## src/rtl/mult_seq_64.sv

```systemverilog
// Iterative shift-add multiplier for MULT/MULTU. One shift-add step per cycle,
// then a final two's-complement fix-up pass through the same 64-bit adder.

module cla_adder_64 (
    input  logic [63:0] a,
    input  logic [63:0] b,
    input  logic        ci,
    output logic [63:0] s
);
    logic [62:0] g;
    logic [63:0] p;
    logic [63:0] c;
    logic [14:0] gg;
    logic [14:0] gp;
    logic [15:0] gc;

    assign g = a[62:0] & b[62:0];
    assign p = a ^ b;

    // 4-bit lookahead groups; group carries chain through the group generate/propagate terms
    always_comb begin
        gg = '0;
        gp = '0;
        gc = '0;
        c  = '0;
        for (int k = 0; k < 15; k++) begin
            gg[k] = g[4*k+3]
                  | (p[4*k+3] & g[4*k+2])
                  | (p[4*k+3] & p[4*k+2] & g[4*k+1])
                  | (p[4*k+3] & p[4*k+2] & p[4*k+1] & g[4*k]);
            gp[k] = &p[4*k +: 4];
        end
        gc[0] = ci;
        for (int k = 0; k < 15; k++) begin
            gc[k+1] = gg[k] | (gp[k] & gc[k]);
        end
        for (int k = 0; k < 16; k++) begin
            c[4*k]   = gc[k];
            c[4*k+1] = g[4*k] | (p[4*k] & gc[k]);
            c[4*k+2] = g[4*k+1] | (p[4*k+1] & g[4*k])
                     | (p[4*k+1] & p[4*k] & gc[k]);
            c[4*k+3] = g[4*k+2] | (p[4*k+2] & g[4*k+1])
                     | (p[4*k+2] & p[4*k+1] & g[4*k])
                     | (p[4*k+2] & p[4*k+1] & p[4*k] & gc[k]);
        end
    end

    assign s = p ^ c;
endmodule

module mult_seq_64 #(
    parameter int unsigned WIDTH = 32,
    parameter int unsigned ITER  = 32
) (
    input  logic                 clk,
    input  logic                 rst_n,
    input  logic                 start,
    input  logic                 is_signed,
    input  logic [WIDTH-1:0]     a,
    input  logic [WIDTH-1:0]     b,
    output logic                 busy,
    output logic                 done,
    output logic [2*WIDTH-1:0]   product
);
    localparam int unsigned PW = 2 * WIDTH;
    localparam int unsigned CW = $clog2(ITER);

    typedef enum logic [1:0] {IDLE, CALC, SIGN} state_t;

    state_t          state;
    logic [PW-1:0]   acc;
    logic [PW-1:0]   mcand;
    logic [WIDTH-1:0] mplier;
    logic [CW-1:0]   cnt;
    logic            neg;

    logic [PW-1:0]   add_a;
    logic [PW-1:0]   add_b;
    logic            add_ci;
    logic [PW-1:0]   add_s;

    function automatic logic [WIDTH-1:0] magnitude(input logic [WIDTH-1:0] x,
                                                   input logic sgn);
        return (sgn && x[WIDTH-1]) ? WIDTH'(~x + WIDTH'(1)) : x;
    endfunction

    // Adder input mux: accumulate in CALC, conditional negate in SIGN
    always_comb begin
        add_a  = acc;
        add_b  = mplier[0] ? mcand : '0;
        add_ci = 1'b0;
        if (state == SIGN) begin
            add_a  = neg ? ~acc : acc;
            add_b  = '0;
            add_ci = neg;
        end
    end

    cla_adder_64 u_adder_64bits (
        .a  (add_a),
        .b  (add_b),
        .ci (add_ci),
        .s  (add_s)
    );

    always_ff @(posedge clk or negedge rst_n) begin
        if (!rst_n) begin
            state   <= IDLE;
            acc     <= '0;
            mcand   <= '0;
            mplier  <= '0;
            cnt     <= '0;
            neg     <= 1'b0;
            busy    <= 1'b0;
            done    <= 1'b0;
            product <= '0;
        end else begin
            done <= 1'b0;
            case (state)
                IDLE: begin
                    if (start) begin
                        mcand  <= {{WIDTH{1'b0}}, magnitude(a, is_signed)};
                        mplier <= magnitude(b, is_signed);
                        acc    <= '0;
                        cnt    <= '0;
                        neg    <= is_signed & (a[WIDTH-1] ^ b[WIDTH-1]);
                        busy   <= 1'b1;
                        state  <= CALC;
                    end
                end
                CALC: begin
                    acc    <= add_s;
                    mcand  <= mcand << 1;
                    mplier <= mplier >> 1;
                    cnt    <= cnt + CW'(1);
                    if (cnt == CW'(ITER - 1)) begin
                        state <= SIGN;
                    end
                end
                SIGN: begin
                    product <= add_s;
                    done    <= 1'b1;
                    busy    <= 1'b0;
                    state   <= IDLE;
                end
                default: state <= IDLE;
            endcase
        end
    end
endmodule

```

## config.mk

```make
export PLATFORM = sky130hd
export DESIGN_NAME = mult_seq_64
export DESIGN_NICKNAME = d
export VERILOG_FILES = /design/src/rtl/mult_seq_64.sv
export SDC_FILE = /design/constraint.sdc
export NUM_CORES = 1
export LEC_CHECK = 0
export BUFFER_PORTS_ARGS = -buffer_cell sky130_fd_sc_hd__buf_2
export CAP_MARGIN = 5
export CORE_MARGIN = 2
export CORE_UTILIZATION = 45
export CTS_CLUSTER_DIAMETER = 30
export CTS_CLUSTER_SIZE = 8
export DETAILED_ROUTE_END_ITERATION = 10
export GPL_ROUTABILITY_DRIVEN = 1
export PLACE_DENSITY = 0.75
export SYNTH_ARGS = -nofsm -noshare
export SYNTH_HDL_FRONTEND = slang
export SYNTH_SLANG_ARGS = --single-unit
```

## constraint.sdc

```tcl
create_clock -name clk -period 4 [get_ports clk]
set_clock_uncertainty 0.2 [all_clocks]
set_input_delay 0 -clock clk [delete_from_list [all_inputs] [get_ports clk]]
set_output_delay 0 -clock clk [all_outputs]
set_load 0.01 [all_outputs]
```

==> summary.txt <==
Status
  – Outcome: finished with violations
  – Failing checks: setup timing

Global routing
  – Vias in the first global route: 13,500
  – Global-route wire length before repair: 66,800 um
  – Antenna violations before repair: 0
  – Gr usage total: 24.8%
  – Gr ovfl total: 0
  – Largest net degree at the start of global routing: 99

Synth
  – Most area-hungry cell type in the Yosys netlist: dfrtp_1
  – Net count after synthesis: between 1,500 and 2,000
  – Netlist cell types: between 70 and 80
  – Post-synth EDFFs: 0
  – FF+latch count, synth: approximately 230
  – Top cell type's share of synthesized area: 42.3%
  – Ys Warns: 0
  – Synth Flop Type: dfrtp_1
  – Mapped Area: ~14,000 sq um
  – Async S/R FF share, synth: 100%
  – Register area share after synthesis: approximately 42%
  – Post-synthesis area per instance: between 9 and 10 sq um
  – Post-synthesis cell count: between 1,000 and 1,500
  – Synth area leaders: dfrtp_1 (42%), xnor2_1 (8.1%), o21ai_0 (6.4%)

Setup path
  – Crit path to: acc[32]
  – Critical path peak fanout: 8
  – Reg-to-Reg Start: state[0]
  – Worst EP required: ~4200 ps
  – R2R Setup Slk: -70 ps
  – Crit path kind: reg -> reg
  – Arr. time, crit path: roughly 4300 ps
  – CP Launch Type: flop
  – R2R cell count: 17
  – Crit path from: state[0]
  – Worst setup EP type: flop
  – R2R Path End: acc[32]

Route
  – Antenna Nets Post-Route: 0
  – Initial DRC Count: ~1,100
  – Pre-antenna DRT Iters: 5
  – Via count: around 13,000
  – WL/cell: about 19 um
  – DRT Wirelength: 42,600 um
  – DR vias/cell: slightly below 6
  – DRC: 0

Clock network
  – Clock sinks: between 200 and 250
  – CTS tree: yes
  – Reg clk slew, reported paths: 50 ps
  – H-tree depth: 2
  – Num CTS Buffers: 47
  – CTS root buf: clkbuf_16
  – Clk_lat worst skew: ~530 ps
  – Clock buffer depth: 3

Final layout
  – Share of cells above drive strength 1: between 20% and 30%
  – Layout Nets: 1,987
  – Layout overhead on the synthesized area: 39.7%
  – Post-Layout Cell Count: approximately 2,300

STA
  – Setup violators final: 2
  – Final hold vios: 0
  – Fmax: between 0.2 and 0.25 GHz
  – Crit share post-route: 102%
  – Max-slew violations: 0
  – Final critical-path required period: between 4000 and 5000 ps
  – Final hold slack: slightly above 40 ps
  – Slew @ Worst Pin: between 1000 and 1500 ps
  – Setup ws final: -66.2 ps
  – Setup_tns: -85.6 ps
  – RSZ-0062 raised after global routing: true
  – Worst slew margin: 14.2%

Floorplanning
  – Die ar.: 32,200 sq um
  – Core Rows: 64
  – Die H: about 180 um
  – Die width: roughly 180 um
  – Core area: between 30,000 and 40,000 sq um
  – Initial core utilization: a little under half
  – IO Pins: around 130

Run
  – MaxCap Viol Count: 0

Placed design
  – Dpl hpwl: roughly 26,000 um
  – Dpl cells: just over 2,000
  – GP Congestion: about 0.9
  – Port buffer count: 133
  – Place WS: -96.7 ps

Pwr
  – Overall Power: between 10 and 15 mW
  – Leak: about 9 nW
  – Peak supply drop: 0.366 mV
  – Pwr/cell area: just under 700 nW/um^2

Worst hold path
  – Hold crit path type: in -> reg
-- metal layers --
metal | wire (um) | global-route usage [%]
met1 | 17300 | 31.4
met2 | 21000 | 42.6
met3 | 2580 | 3.85
met4 | 1640 | 10.1
met5 | 0 | 0
-- registers in the layout, summed over array words and instances (netlist names) --
| signal | count |
|---|---|
| neg | 1 |
| product | 64 |
| acc | 64 |
| mplier | 32 |
| busy | 1 |
| done | 1 |
| mcand | 64 |
| cnt | 5 |
| state | 2 |
-- power by group --
part	internal (mW)	switching [mW]
clock network	2.84	1.23
registers	3.18	0.639
logic	2.50	2.76
-- cells by family after synthesis --
logic type	count (synthesis)	share of synthesized area, %
AND/OR/NAND/NOR	439	15.5
AO/OA/AOI/OAI	439	20.5
buffers and inverters	115	3.12
flip-flops	234	42.3
XOR/XNOR	162	10.2
adder cells (fa/ha/maj)	83	8.37
-- through the flow --
| stage | instance area, sq um | utilization, % |
|---|---|---|
| after detailed placement | 15800 | 51.8 |
| after CTS | 18700 | 61.5 |
| after global routing | 19300 | 63.6 |
| final | 19400 | 63.6 |
| after global placement | 15800 | 51.8 |
| after floorplan | 13900 | - |
-- placed cells by master (no fill, tap or decap), drive strengths merged, types with 7 or more instances in the layout --
cell type | synthesis | final
nand2 | 220 | 220
a22oi | 52 | 52
nor4 | 9 | 9
bufinv | 0 | 9
o31ai | 21 | 21
o21ai | 182 | 182
nand3 | 15 | 15
a22o | 47 | 47
o21bai | 7 | 7
nand2b | 8 | 8
buf | 7 | 276
o22ai | 12 | 12
nor2 | 43 | 43
xnor2 | 128 | 128
a21o | 13 | 13
and2 | 7 | 7
or3 | 7 | 7
and3 | 69 | 69
inv | 29 | 30
xor2 | 34 | 34
dfrtp | 234 | 234
clkbuf | 79 | 60
dlygate4sd3 | 0 | 124
a21oi | 54 | 54
ha | 67 | 67
nand4 | 9 | 9
fa | 16 | 16
nor3 | 25 | 25
-- Yosys cell counts, drive strengths merged (12+ instances only) --
master / n
a22o: 47
nand2: 220
dfrtp: 234
xor2: 34
nand3: 15
o22ai: 12
a21o: 13
o31ai: 21
a22oi: 52
clkbuf: 79
xnor2: 128
and3: 69
o21ai: 182
inv: 29
a21oi: 54
nor3: 25
ha: 67
fa: 16
nor2: 43
-- worst max-delay path, cell delays in order, from the launching register on --
cell and delay (ps):
dfrtp_1 390, inv_2 80, nand2_4 80, inv_4 90
nand2_8 70, buf_12 160, buf_4 140, xnor2_1 130
ha_1 340, nand2_1 110, a2111oi_4 390, a211oi_2 150
a211oi_2 310, o21bai_2 130, a211o_1 340, o21ai_2 170
fa_1 450, a22o_1 220
-- worst min path at each step --
stage	slack (ps)	end	startpoint	depth (start not counted)
5_1_grt	80	mcand[11]	start	4
2_1_floorplan	-500	acc[0]	rst_n	0
3_5_place_dp	-90	mplier[20]	rst_n	1
6_report	40	mcand[11]	start	4
3_3_place_gp	-100	mplier[20]	rst_n	1
4_1_cts	8	mcand[7]	start	4
-- cell type report --
class                      count  area [sq um]
antenna                        1          2.50
clock buffer                  59          1300
clock inverter                19           334
fill                        2237         11100
inverter                      29           111
multi-input combinational   1123          8100
sequential                   234          5860
tap                          396           495
timing repair buffer         401          3160
-- timing repair --
action,4_1_cts,5_1_grt
setup endpoints to repair,14,69
gates cloned,0,1
pin swaps,2,41
setup buffers,0,21
gates resized for setup,12,94
hold endpoints to repair,176,0
hold buffers,125,0
(Power assumes the default switching activity.)
